<file path="config.mk">
export PLATFORM = sky130hd
export DESIGN_NAME = dir_cmd_arbiter_flat
export DESIGN_NICKNAME = d
export VERILOG_FILES = /design/src/rtl/dir_cmd_if.sv /design/src/rtl/dir_cmd_arbiter.sv /design/src/flat_wrapper.sv
export SDC_FILE = /design/constraint.sdc
export NUM_CORES = 1
export LEC_CHECK = 0
export CAP_MARGIN = 20
export CORE_UTILIZATION = 58
export DETAILED_ROUTE_END_ITERATION = 8
export PLACE_DENSITY_LB_ADDON = 0.3
export SLEW_MARGIN = 20
export SYNTH_ARGS = -nofsm -noshare
export SYNTH_HDL_FRONTEND = slang
export SYNTH_SLANG_ARGS = --single-unit
</file>
<file path="constraint.sdc">
create_clock -name clk -period 5.5 [get_ports clk]
set_clock_uncertainty 0.05 [all_clocks]
set_input_delay 0.55 -clock clk [delete_from_list [all_inputs] [get_ports clk]]
set_output_delay 0.55 -clock clk [all_outputs]
set_load 0.02 [all_outputs]
</file>
<file path="src/rtl/dir_cmd_if.sv">
// Request/grant bundle between the three direction sources and the arbiter.
interface dir_cmd_if;
    logic [2:0] req_valid;
    logic [5:0] req_dir;
    logic [2:0] cmd_accept;

    modport master (
        output req_valid,
        output req_dir,
        input  cmd_accept
    );

    modport slave (
        input  req_valid,
        input  req_dir,
        output cmd_accept
    );
endinterface

</file>
<file path="src/rtl/dir_cmd_arbiter.sv">
// Round-robin arbiter for snake direction commands feeding a small FIFO that is
// drained one entry per movement tick into the committed direction.
module dir_cmd_arbiter #(
    parameter int unsigned DEPTH = 4,
    parameter int unsigned CNT_W = 3
) (
    input  logic             clk,
    input  logic             rst_n,
    input  logic             flush,
    input  logic             mov_tick,
    dir_cmd_if.slave         bus,
    output logic [1:0]       dir_state,
    output logic [CNT_W-1:0] fifo_count,
    output logic [7:0]       drop_cnt
);

    localparam int unsigned PTR_W = $clog2(DEPTH);
    localparam int unsigned N_REQ = 3;
    localparam logic [1:0]  DIR_RIGHT = 2'b11;

    logic [1:0]       mem [DEPTH];
    logic [PTR_W-1:0] wr_ptr;
    logic [PTR_W-1:0] rd_ptr;
    logic [PTR_W-1:0] tail_ptr;
    logic [1:0]       rr;

    logic             empty;
    logic             full;
    logic             grant_ok;
    logic             grant_any;
    logic [1:0]       gidx;
    logic [1:0]       gdir;
    logic [1:0]       ref_dir;
    logic             drop;
    logic             push;
    logic             pop;
    logic [2:0]       accept_c;

    // FIFO status and the direction a new command is judged against
    always_comb begin
        empty    = (fifo_count == '0);
        full     = (fifo_count == CNT_W'(DEPTH));
        tail_ptr = wr_ptr - PTR_W'(1);
        ref_dir  = empty ? dir_state : mem[tail_ptr];
        grant_ok = !flush && (!full || mov_tick);
    end

    // Round-robin search starting at rr
    always_comb begin
        logic [1:0] cand;
        grant_any = 1'b0;
        gidx      = 2'd0;
        cand      = rr;
        if (grant_ok) begin
            for (int unsigned k = 0; k < N_REQ; k++) begin
                cand = 2'((32'(rr) + k) % N_REQ);
                if (!grant_any && bus.req_valid[cand]) begin
                    grant_any = 1'b1;
                    gidx      = cand;
                end
            end
        end
    end

    // Same or opposite direction share the axis bit, so one compare covers both
    always_comb begin
        accept_c = 3'b000;
        gdir     = bus.req_dir[{gidx, 1'b0} +: 2];
        drop     = (gdir[1] == ref_dir[1]);
        push     = grant_any && !drop;
        pop      = mov_tick && !empty && !flush;
        if (grant_any) begin
            accept_c[gidx] = 1'b1;
        end
        bus.cmd_accept = rst_n ? accept_c : 3'b000;
    end

    // Entry storage carries no reset
    always_ff @(posedge clk) begin
        if (push) begin
            mem[wr_ptr] <= gdir;
        end
    end

    always_ff @(posedge clk or negedge rst_n) begin
        if (!rst_n) begin
            wr_ptr     <= '0;
            rd_ptr     <= '0;
            fifo_count <= '0;
            dir_state  <= DIR_RIGHT;
            rr         <= 2'd0;
            drop_cnt   <= 8'd0;
        end else if (flush) begin
            wr_ptr     <= '0;
            rd_ptr     <= '0;
            fifo_count <= '0;
            dir_state  <= DIR_RIGHT;
            rr         <= 2'd0;
        end else begin
            if (grant_any) begin
                rr <= (gidx == 2'd2) ? 2'd0 : gidx + 2'd1;
            end
            if (grant_any && drop && drop_cnt != 8'hFF) begin
                drop_cnt <= drop_cnt + 8'd1;
            end
            if (push) begin
                wr_ptr <= wr_ptr + PTR_W'(1);
            end
            // Pop only sees entries present before this edge, so no bypass
            if (pop) begin
                rd_ptr    <= rd_ptr + PTR_W'(1);
                dir_state <= mem[rd_ptr];
            end
            case ({push, pop})
                2'b10:   fifo_count <= fifo_count + CNT_W'(1);
                2'b01:   fifo_count <= fifo_count - CNT_W'(1);
                default: fifo_count <= fifo_count;
            endcase
        end
    end

endmodule

</file>
<file path="src/flat_wrapper.sv">
// flat-port wrapper written by rule: the top's interface ports become plain ports
module dir_cmd_arbiter_flat 
#(
    parameter int unsigned DEPTH = 4,
    parameter int unsigned CNT_W = 3
)
  (clk, rst_n, flush, mov_tick, dir_state, fifo_count, drop_cnt, bus_req_valid, bus_req_dir, bus_cmd_accept);
  dir_cmd_if bus_i ();
  input  logic clk;
  input  logic rst_n;
  input  logic flush;
  input  logic mov_tick;
  output logic [1:0] dir_state;
  output logic [CNT_W-1:0] fifo_count;
  output logic [7:0] drop_cnt;
  input wire logic [$bits(bus_i.req_valid)-1:0] bus_req_valid;
  input wire logic [$bits(bus_i.req_dir)-1:0] bus_req_dir;
  output wire logic [$bits(bus_i.cmd_accept)-1:0] bus_cmd_accept;
  assign bus_i.req_valid = bus_req_valid;
  assign bus_i.req_dir = bus_req_dir;
  assign bus_cmd_accept = bus_i.cmd_accept;
  dir_cmd_arbiter #(.DEPTH(DEPTH), .CNT_W(CNT_W)) u_core (.clk(clk), .rst_n(rst_n), .flush(flush), .mov_tick(mov_tick), .bus(bus_i), .dir_state(dir_state), .fifo_count(fifo_count), .drop_cnt(drop_cnt));
endmodule
</file>
==> reports/qor_table.md, run 1 <==
| Metric | Reported | Unit |
|:---|:---|:---|
| Outcome | completed | - |
| Post-synthesis to final-layout area growth | 18.4 | % |
| Antenna fix cells | 0 | - |
| Mapped Nets | 193 | - |
| Instance area at placement | 2130 | µm² |
| Die outline height | 58.1 | µm |
| Slack of the worst reg-to-reg path | 1430 | ps |
| Post-Place Worst Slack | 1250 | ps |
| Number of warnings issued by yosys | 0 | - |
| Unrepaired setup endpoints after global routing | false | - |
| Effective utilization at floorplan | 63.4 | % |
| Commonest non-fill, non-tap cells in the layout | sky130_fd_sc_hd__clkdlybuf4s50_1, sky130_fd_sc_hd__dfrtp_1, sky130_fd_sc_hd__nand2_1, sky130_fd_sc_hd__nor2_1, sky130_fd_sc_hd__ha_1 | - |
| Pin slew with the least headroom to its limit | 931 | ps |
| Hold buffer count at cts | 0 | - |
| Sum of net half-perimeters after detailed placement | 2.93 | mm |
| Largest stage delay, worst path | 630 | ps |
| Max clock buf depth | 2 | - |
| Maximum operating frequency | 0.246 | GHz |
| Clock Root Buffer | sky130_fd_sc_hd__clkbuf_4 | - |
| Area of the core | 2880 | µm² |
| Arrival @ worst endpoint | 4250 | ps |
| Most common cell after layout, fill and taps aside | sky130_fd_sc_hd__clkdlybuf4s50_1 | - |
| Non-Filler Cell Area, Final | 2160 | µm² |
| Placed cells | 235 | - |
| Number of buffers added by the clock tree synthesis step | 3 | - |
| Post-route core utilization | 75.1 | % |
| Wire length of the first global-routing pass | 6.66 | mm |
| Antenna violations before repair | 0 | - |
| Post-route fraction of the period consumed by the critical path | 73.9 | % |
| Cell with the biggest individual delay on the critical path | sky130_fd_sc_hd__or4b_1 | - |
| Fraction of the yosys area taken by sequential cells | 39.4 | % |
| Netlist area before placement | 1820 | µm² |
| Worst reg2reg path startpoint | u_core.rr[0] | - |
| Count of cell types in the netlist | 55 | - |
| CTS sink cnt | 27 | - |
| First-iteration detailed-routing DRC count | 104 | - |
| Count of cells along the worst register-to-register path | 13 | - |
| Power density of the placed cells | 517 | nW/µm² |
| Buffer and inverter count on the worst path | 1 | - |
| Sum of negative setup slack | 0 | ps |
| Post-layout power | 1.12 | mW |
| Area of the die | 3370 | µm² |
| Finished Layout Cells | 239 | - |
| Number of max-slew violations in the final report | 0 | - |
| Start point of the worst min-delay path | u_core.drop_cnt[7] | - |
| Startpoint Class | register | - |
| Final-stage net count | 221 | - |
| Capture instance of the worst register-to-register path | u_core.fifo_count[2] | - |
| Cell breakdown of the critical path | inv_1 > ha_1 > or3b_1 > o32a_1 > o211a_1 > a32o_1 > or4b_1 > nand2_4 > nor3_1 > fa_1 > nor2_1 > a32oi_1 > mux2_1 | - |
| Critical path fanouts, max | 10 | - |
| Drt total wl | 3.92 | mm |
| Number of gates resized after CTS | 0 | - |
| CTS tree | built | - |
| Leakage Power | 0.882 | nW |
| VDD IR max | 0.342 | mV |
| Antenna violation net count after detailed routing | 0 | - |
| Total via count after detailed routing | 1485 | - |
| Crit-path leading delay family | simple AND/OR/NAND/NOR gates | - |
| EDFF count, synth | 8 | - |
| Category of the most critical setup path | reg -> reg | - |
| Normalized max-slew margin | 37.7 | % |
| Clock transition at path regs | 140 | ps |
| Post-CTS setup buffer count | 0 | - |
| Grt ovf | 0 | - |
| Post-synth top flop | sky130_fd_sc_hd__dfrtp_1 | - |
| Hold Path End | u_core.drop_cnt[7] | - |
| Vias per cell | 6.21 | - |
| Post-detailed-route wirelength per cell | 16.4 | µm |
| CP required | 5680 | ps |
| Share of final-layout standard cells stronger than drive strength 1 | 10.2 | % |
| Setup violations, final | 0 | - |
| Fraction of registers with async set/reset | 70.4 | % |
| Top Ports | 29 | - |
| Count of mapped cells out of synthesis | 170 | - |
| Final Hold Violating Endpoints | 0 | - |
| Max-capacitance violation count | 0 | - |
| Hold Crit Depth | 1 | - |
| All-layer global routing usage | 26.1 | % |
| Clock latency reported for the late side of the worst-skew pair | 330 | ps |
| Nature of the critical path endpoint | register | - |
| Maximum number of pins on one net before global-route repair | 23 | - |
| Number of buffers added on ports | 28 | - |
| X dimension of the die | 58.1 | µm |
| Row count | 19 | - |
| Count of H-tree levels built during CTS | 1 | - |
| Final setup slack of the worst path | 1430 | ps |
| Type of the most critical hold path | reg -> reg | - |
| Final period demand of the worst path | 4070 | ps |
| Weighted congestion at the end of routability-driven global placement | 0.842 | - |
| Worst hold slack | 464 | ps |
| Post-synthesis sequential element count | 27 | - |
| First drt pass iteration count | 4 | - |
| Vias in the first global route | 1455 | - |
| # DRC | 0 | - |
| Avg Cell Area, Syn | 10.7 | µm² |
[sequential cells by signal, summed over array words and instances (netlist names)]
name               count
u_core.drop_cnt        8
u_core.fifo_count      3
u_core.dir_state       2
u_core.mem             8
u_core.rd_ptr          2
u_core.wr_ptr          2
u_core.rr              2
[kinds of logic (layout without fill, tap and decap cells)]
| group | Yosys count | count (layout) | share of synthesized area, % |
|---|---|---|---|
| adders and majority gates | 10 | 10 | 7.27 |
| and+or+nand+nor | 60 | 60 | 18.7 |
| AOI/OAI and AO/OA | 36 | 36 | 16.2 |
| muxes | 11 | 11 | 8.37 |
| DFF | 27 | 27 | 39.4 |
| xor gates and xnor gates | 12 | 12 | 6.52 |
| buffers and inverters | 14 | 41 | 3.57 |
[final cells by class]
class                           instances  area (µm²)
Clock buffer                            3        22.5
Clock inverter                          1        7.51
Fill cell                             207         717
Inverter                                8        30.0
Multi-Input combinational cell        129        1040
Sequential cell                        27         718
Tap cell                               42        52.6
Timing Repair Buffer                   29         288
[metal layers]
| metal | GRT usage (%) | wire (µm) | up-vias |
|---|---|---|---|
| met1 | 34.5 | 1750 | 732 |
| met2 | 43.8 | 1900 | 54 |
| met4 | 9.18 | 92 | 0 |
| li1 | - | - | 688 |
| met3 | 3.79 | 177 | 11 |
| met5 | 0 | 0 | - |
[power breakdown]
part | total [mW] | internal [mW] | switching [mW] | leakage, nW
sequential | 0.349 | 0.282 | 0.0673 | 0.317
clock | 0.0880 | 0.0279 | 0.0601 | 0.0139
combinational | 0.678 | 0.313 | 0.365 | 0.551
total | 1.12 | 0.623 | 0.493 | 0.882
[cell usage after synthesis, types with 2 or more instances]
cell type | count | share of area [%]
sky130_fd_sc_hd__a211o_1 | 2 | 0.96
sky130_fd_sc_hd__and2_2 | 3 | 1.2
sky130_fd_sc_hd__a21oi_1 | 4 | 1.1
sky130_fd_sc_hd__mux4_2 | 3 | 3.7
sky130_fd_sc_hd__clkbuf_1 | 3 | 0.62
sky130_fd_sc_hd__o2111ai_1 | 4 | 1.9
sky130_fd_sc_hd__mux2i_1 | 4 | 2.2
sky130_fd_sc_hd__o31ai_1 | 4 | 1.6
sky130_fd_sc_hd__dfrtp_1 | 17 | 23
sky130_fd_sc_hd__nor2_1 | 10 | 2.1
sky130_fd_sc_hd__o2111a_1 | 2 | 1.2
sky130_fd_sc_hd__nand2b_1 | 3 | 1.0
sky130_fd_sc_hd__nand3b_1 | 3 | 1.2
sky130_fd_sc_hd__and3_1 | 7 | 2.4
sky130_fd_sc_hd__a22oi_1 | 2 | 0.82
sky130_fd_sc_hd__o21ai_0 | 2 | 0.55
sky130_fd_sc_hd__ha_1 | 9 | 6.2
sky130_fd_sc_hd__xnor2_1 | 7 | 3.4
sky130_fd_sc_hd__and2_1 | 3 | 1.0
sky130_fd_sc_hd__inv_1 | 8 | 1.6
sky130_fd_sc_hd__o211a_1 | 2 | 1.1
sky130_fd_sc_hd__dfstp_2 | 2 | 2.9
sky130_fd_sc_hd__o32a_1 | 2 | 1.1
sky130_fd_sc_hd__nand2_1 | 10 | 2.1
sky130_fd_sc_hd__edfxtp_1 | 8 | 13
sky130_fd_sc_hd__nor3_1 | 3 | 0.82
sky130_fd_sc_hd__xor2_1 | 4 | 1.9
sky130_fd_sc_hd__mux2_2 | 3 | 1.9
sky130_fd_sc_hd__nand3_1 | 4 | 1.1
sky130_fd_sc_hd__o211ai_1 | 3 | 1.2
sky130_fd_sc_hd__nor2b_1 | 5 | 1.7
[how the worst max path moves through the flow]
stage | start | endpoint | slack [ps] | cells after the start
CTS | u_core.rr[0] | u_core.fifo_count[2] | 1500 | 13
detailed placement | bus_req_valid[2] | u_core.fifo_count[2] | 1250 | 12
floorplan | u_core.rr[0] | u_core.fifo_count[2] | 1780 | 15
global route | u_core.rr[0] | u_core.fifo_count[1] | 1240 | 13
finish | u_core.rr[0] | u_core.fifo_count[2] | 1430 | 13
global placement | bus_req_valid[2] | u_core.fifo_count[2] | 1340 | 12
Power figures use the tool's default switching activity.
==> run 2: changes to the inputs <==
CORE_UTILIZATION = 53   (was 58)
clock period = 4.2 ns   (was 5.5 ns; I/O delays follow)
==> reports/qor_table.md, run 2 (synthesis results as in run 1) <==
| Metric | Reported | Unit |
|:---|:---|:---|
| Power density of the placed cells | 672 | nW/µm² |
| All-layer global routing usage | 24.1 | % |
| Fill cells | 269 | - |
| Arrival @ worst endpoint | 4180 | ps |
| Routed wire length on met2 | 1.97 | mm |
| Final-stage net count | 224 | - |
| X dimension of the die | 60.7 | µm |
| Area of the die | 3680 | µm² |
| Finished Layout Cells | 244 | - |
| Commonest non-fill, non-tap cells in the layout | sky130_fd_sc_hd__clkdlybuf4s50_1, sky130_fd_sc_hd__dfrtp_1, sky130_fd_sc_hd__nand2_1, sky130_fd_sc_hd__nor2_1 | - |
| DR WL met3 | 225 | µm |
| Post-route fraction of the period consumed by the critical path | 95.8 | % |
| Weighted congestion at the end of routability-driven global placement | 0.849 | - |
| Clock transition at path regs | 140 | ps |
| Total via count after detailed routing | 1480 | - |
| Vias in the first global route | 1374 | - |
| Type of the most critical hold path | in -> async | - |
| Slack of the worst reg-to-reg path | 180 | ps |
| Final period demand of the worst path | 4020 | ps |
| M1 wire length | 1.74 | mm |
| Die outline height | 60.7 | µm |
| Leakage Power | 0.896 | nW |
| Row count | 20 | - |
| Number of buffers added by the clock tree synthesis step | 3 | - |
| Top Ports | 29 | - |
| Clock Power Share | 7.5 | % |
| Share of final-layout standard cells stronger than drive strength 1 | 11.5 | % |
| Max-capacitance violation count | 0 | - |
| Placed cells | 240 | - |
| Capture instance of the worst register-to-register path | u_core.fifo_count[2] | - |
| # DRC | 0 | - |
| VDD IR max | 0.366 | mV |
| Startpoint Class | register | - |
| Crit path to | u_core.fifo_count[2] | - |
| Critical path fanouts, max | 10 | - |
| Share of power burned in combinational logic | 61.1 | % |
| Normalized max-slew margin | 63.9 | % |
| Number of max-slew violations in the final report | 0 | - |
| Internal power consumption | 827 | µW |
| CTS sink cnt | 27 | - |
| Grt ovf | 0 | - |
| Clock latency reported for the late side of the worst-skew pair | 310 | ps |
| Pin slew with the least headroom to its limit | 539 | ps |
| Maximum operating frequency | 0.249 | GHz |
| Sum of net half-perimeters after detailed placement | 3.12 | mm |
| Antenna violations before repair | 0 | - |
| Drt total wl | 4.00 | mm |
| Setup violations, final | 0 | - |
| Worst reg2reg path startpoint | u_core.rr[0] | - |
| Worst setup path start | u_core.rr[0] | - |
| Final Hold Violating Endpoints | 0 | - |
| Switching Power | 640 | µW |
| Highest Signal Layer | met4 | - |
| Top Registers | u_core.drop_cnt: 8 flops, u_core.mem: 8 flops, u_core.fifo_count: 3 flops | - |
| Unrepaired setup endpoints after global routing | false | - |
| Most common cell after layout, fill and taps aside | sky130_fd_sc_hd__clkdlybuf4s50_1 | - |
| Nature of the critical path endpoint | register | - |
| Maximum number of pins on one net before global-route repair | 23 | - |
| Area of the core | 3150 | µm² |
| Wire length of the first global-routing pass | 6.38 | mm |
| Max clock buf depth | 2 | - |
| Count of H-tree levels built during CTS | 1 | - |
| Antenna violation net count after detailed routing | 0 | - |
| CP required | 4360 | ps |
| Post-detailed-route wirelength per cell | 16.4 | µm |
| Count of cells along the worst register-to-register path | 13 | - |
| First-iteration detailed-routing DRC count | 127 | - |
| Switching power as a share of total power | 43.6 | % |
| Number of buffers added on ports | 28 | - |
| Vias per cell | 6.07 | - |
| Outcome | completed | - |
| Post-CTS setup buffer count | 0 | - |
| Post-synthesis to final-layout area growth | 19.7 | % |
| Category of the most critical setup path | reg -> reg | - |
| Effective utilization at floorplan | 57.9 | % |
| First drt pass iteration count | 4 | - |
| Sum of negative setup slack | 0 | ps |
| Clock Root Buffer | sky130_fd_sc_hd__clkbuf_4 | - |
| Antenna fix cells | 0 | - |
| Sequential share of power | 31.5 | % |
| CTS tree | built | - |
-- run 2: through the flow --
step	cell area, µm²	power [mW]	hold WS (ps)	worst slack (ps)	utilization (%)
2_1_floorplan	1820	1.09	74.4	477	-
3_3_place_gp	2150	1.30	434	254	68.3
3_5_place_dp	2150	1.35	442	60.8	68.3
4_1_cts	2180	1.46	378	158	69.2
5_1_grt	2180	1.57	386	13.4	69.2
6_report	2180	1.47	370	177	69.2
-- run 2: layer usage --
metal | GRT usage [%] | vias up
li1 | - | 700
met1 | 31.4 | 718
met2 | 40.3 | 56
met3 | 5.12 | 6
met4 | 7.47 | 0
met5 | 0 | -
-- run 2: cell type report --
class | count | area [µm²] | share of cell area (%)
multi-input cells | 129 | 1040 | 47.8
flip-flops and latches | 27 | 718 | 32.9
repair buffers | 32 | 310 | 14.2
well taps | 44 | 55.1 | 2.52
inverters | 8 | 30.0 | 1.38
clock buffers | 4 | 26.3 | 1.20
-- run 2: worst max-delay path: stages (launching register included) --
cell and delay (ps):
sky130_fd_sc_hd__dfrtp_1 430, sky130_fd_sc_hd__inv_1 120, sky130_fd_sc_hd__ha_2 350, sky130_fd_sc_hd__or2_1 280, sky130_fd_sc_hd__o32a_1 340, sky130_fd_sc_hd__o211a_1 240, sky130_fd_sc_hd__a32o_1 240, sky130_fd_sc_hd__or4b_1 630
sky130_fd_sc_hd__nand2_4 170, sky130_fd_sc_hd__nor3_1 90, sky130_fd_sc_hd__fa_1 400, sky130_fd_sc_hd__nor2_1 120, sky130_fd_sc_hd__a32oi_1 110, sky130_fd_sc_hd__mux2_1 350
-- run 2: worst min path at each step --
stage / from / end / slack, ps / cells after the start
4_1_cts: rst_n / u_core.drop_cnt[3] / 380 / 2
3_3_place_gp: u_core.drop_cnt[7] / u_core.drop_cnt[7] / 430 / 1
3_5_place_dp: u_core.drop_cnt[7] / u_core.drop_cnt[7] / 440 / 1
5_1_grt: rst_n / u_core.wr_ptr[1] / 390 / 2
6_report: rst_n / u_core.fifo_count[1] / 370 / 2
2_1_floorplan: rst_n / u_core.drop_cnt[0] / 70 / 0
-- run 2: timing repair --
action / 4_1_cts / 5_1_grt
hold buffers: 0 / 0
resized for setup: 0 / 1
hold endpoints to repair: 0 / 0
setup endpoints to repair: 0 / 1
-- run 2: power by group through the flow --
stage / clock network, mW / logic (mW) / registers, mW
2_1_floorplan: 0 / 0.591 / 0.499
6_report: 0.109 / 0.896 / 0.461
4_1_cts: 0.111 / 0.885 / 0.461
3_5_place_dp: 0 / 0.879 / 0.466
5_1_grt: 0.122 / 0.972 / 0.476
3_3_place_gp: 0 / 0.842 / 0.457
==> run 3: changes to the inputs <==
ABC_CLOCK_PERIOD_IN_PS = 4200   (was not set)
==> results of run 3 <==
No change in the layout: final DEF, timing and power equal those of run 2.
==> RTL change, RTL diff (flow settings as in run 3) <==
Register the inputs `flush` and `mov_tick` before use, cleared by the reset. The logic sees them one clock later. The other inputs are not delayed to match.
--- a/src/rtl/dir_cmd_arbiter.sv
+++ b/src/rtl/dir_cmd_arbiter.sv
@@ -17,6 +17,19 @@
     localparam int unsigned PTR_W = $clog2(DEPTH);
     localparam int unsigned N_REQ = 3;
     localparam logic [1:0]  DIR_RIGHT = 2'b11;
+
+    logic flush_q;
+    logic mov_tick_q;
+
+    always_ff @(posedge clk or negedge rst_n) begin
+        if (!rst_n) begin
+            flush_q    <= '0;
+            mov_tick_q <= '0;
+        end else begin
+            flush_q    <= flush;
+            mov_tick_q <= mov_tick;
+        end
+    end
 
     logic [1:0]       mem [DEPTH];
     logic [PTR_W-1:0] wr_ptr;
@@ -42,7 +55,7 @@
         full     = (fifo_count == CNT_W'(DEPTH));
         tail_ptr = wr_ptr - PTR_W'(1);
         ref_dir  = empty ? dir_state : mem[tail_ptr];
-        grant_ok = !flush && (!full || mov_tick);
+        grant_ok = !flush_q && (!full || mov_tick_q);
     end
 
     // Round-robin search starting at rr
@@ -68,7 +81,7 @@
         gdir     = bus.req_dir[{gidx, 1'b0} +: 2];
         drop     = (gdir[1] == ref_dir[1]);
         push     = grant_any && !drop;
-        pop      = mov_tick && !empty && !flush;
+        pop      = mov_tick_q && !empty && !flush_q;
         if (grant_any) begin
             accept_c[gidx] = 1'b1;
         end
@@ -90,7 +103,7 @@
             dir_state  <= DIR_RIGHT;
             rr         <= 2'd0;
             drop_cnt   <= 8'd0;
-        end else if (flush) begin
+        end else if (flush_q) begin
             wr_ptr     <= '0;
             rd_ptr     <= '0;
             fifo_count <= '0;
Function: changed (Yosys sat finds a counterexample within 4 cycles, from zero or initial values and one cycle with rst_n low).
==> RTL change against run 3 <==
- wire length fell by 0.73%
- total power up 0.41%
- sequential cell count up 2
- critical path type unchanged
- utilization shrank 1.1 points
- synthesized area is 2.5% higher
- setup slack better by 0.10 ns
- highest routed layer unchanged
- worst hold slack improved by 0.029 ns
- largest cell class unchanged
- clock power increased by 100%
- cell area rose by 5.0%
- synthesized cell count up 2.4%
==> RTL change: results (changes against run 3) <==
set qor(run_status) {finished, final reports clean}
set qor(critPathMaxStageDelay_ns) 0.41 ;# -0.22 ns
set qor(ys_seq_area_frac) 0.411 ;# +0.0173
set qor(final_layout_size_suffix_gt1_frac) 0.143 ;# +0.0279
set qor(power_switching_w) 0.000607 ;# -5.1%
set qor(detail_route.iter0.violations) 89 ;# -30%
set qor(power.leakage_nw) 0.921 ;# +2.8%
set qor(drt-total-wl_mm) 3.97 ;# -0.73%
set qor(ys_top_cells_by_count) {dfrtp_1, nor2_1, mux2i_1, nand2_1}
set qor(gpl.final_weighted_congestion) 0.852 ;# +0.34%
set qor(synth.distinct_cells) 50 ;# -9.1%
set qor(clk_transition_reported_paths_ns) 0.09 ;# -0.05 ns
set qor(grtUsageTotal) 0.236 ;# -0.00470
set qor(place.detailed.hpwl_mm) 2.95 ;# -5.5%
set qor(clock_tree.buffer_depth) 2 ;# unchanged
set qor(critical_path.slowest_cell) {dfrtp_1}
set qor(post-cts-setup-buffers) 0 ;# unchanged
set qor(nNetsFinal) 233 ;# +4.0%
set qor(vias) 1469 ;# -0.74%
set qor(postSynth.asyncResetShare) 0.724 ;# +0.0204
set qor(netlist_top_cells_area) {dfrtp_1, edfxtp_1, mux2i_1}
set qor(tightestPinTransition_ns) 0.853 ;# +0.314 ns
set qor(final.fill_count) 278 ;# +3.3%
set qor(vdd_ir_drop_max_uv) 349 ;# -4.7%
set qor(tritoncts.num_buffers) 5 ;# +2
set qor(cts-htree-levels) 2 ;# +1
set qor(insertion_delay_ns) 0.33 ;# +0.02 ns
set qor(worstRegToRegCells) 15 ;# +2
set qor(grt_pass1_wl_mm) 6.11 ;# -4.2%
set qor(arrival_ns) 4.12 ;# -0.06 ns
set qor(postSynthNetCount) 198 ;# +2.6%
set qor(first_global_vias) 1403 ;# +2.1%
set qor(timing.critical_path.fanout_max) 5 ;# -5
set qor(grt_antenna_before_repair) 0 ;# unchanged
[RTL change: cell types whose count changed after synthesis, sizes merged, moves of 4 or more]
cell            run 3  this run
nor3                3         9
nor2               10        16
and3                7         1
mux2i               4        14
nor4                0         4
o2111ai             4         0
[RTL change: per-layer routing]
metal	global-route usage	part of all wire	vias to the layer above	wire (um)
li1	-	-	696	-
met1	0.254	0.39	706	1540
met2	0.408	0.53	59	2090
met3	0.0840	0.070	8	279
met4	0.124	0.014	0	55
met5	0	0	-	0
[RTL change: layout make-up]
cell class,instances,share of cell area
multi-input cells,130,0.451
flip-flops and latches,29,0.335
repair buffers,32,0.135
well taps,46,0.0251
inverters,11,0.0191
clock inverters,3,0.0180
clock buffers,5,0.0164
[RTL change: worst max-delay path, delay by kind of cell (launching register included)]
kind	cells	cell delay, ns
AOI/OAI and AO/OA	5	1.15
adders and majority gates	3	0.89
muxes	2	0.60
DFF	1	0.41
and+or+nand+nor	1	0.30
buffers and inverters	3	0.28
xor gates and xnor gates	1	0.14
[RTL change: worst paths after layout]
kind	from	to	slack, ns
min in group clk	u_core.drop_cnt[7]	u_core.drop_cnt[7]	0.46
max in group asynchronous	rst_n	u_core.dir_state[0]	3.41
worst min-delay path	rst_n	u_core.rr[0]	0.40
worst max register to register	u_core.rr[0]	u_core.fifo_count[2]	0.28
worst min register to register	u_core.drop_cnt[7]	u_core.drop_cnt[7]	0.46
worst max-delay path	u_core.rr[0]	u_core.fifo_count[2]	0.28
[RTL change: logic make-up after synthesis]
| family | count (synthesis) | synth area share |
|---|---|---|
| compound gates | 21 | 0.105 |
| xor+xnor | 11 | 0.0515 |
| fa+ha+maj | 11 | 0.0776 |
| buf+inv | 15 | 0.0355 |
| flops | 29 | 0.411 |
| mux | 21 | 0.139 |
| simple gates | 66 | 0.180 |
[RTL change: per-stage QoR]
step | worst slack, ns | util | instance area (um^2) | cells | hold slack (ns)
final | 0.278 | 0.682 | 2290 | 256 | 0.399
after global routing | 0.0721 | 0.682 | 2290 | 256 | 0.411
after floorplan | 0.406 | - | 1870 | 174 | 0.0744
after detailed placement | 0.253 | 0.658 | 2210 | 248 | 0.447
after CTS | 0.306 | 0.682 | 2290 | 256 | 0.393
after global placement | 0.437 | 0.658 | 2210 | 248 | 0.443
[RTL change: power by group through the flow]
stage	sequential, W	clock, W	combinational, W
2_1_floorplan	0.000483	0	0.000542
4_1_cts	0.000453	0.000230	0.000795
6_report	0.000452	0.000222	0.000799
3_3_place_gp	0.000452	0	0.000758
5_1_grt	0.000463	0.000240	0.000868
3_5_place_dp	0.000456	0	0.000792
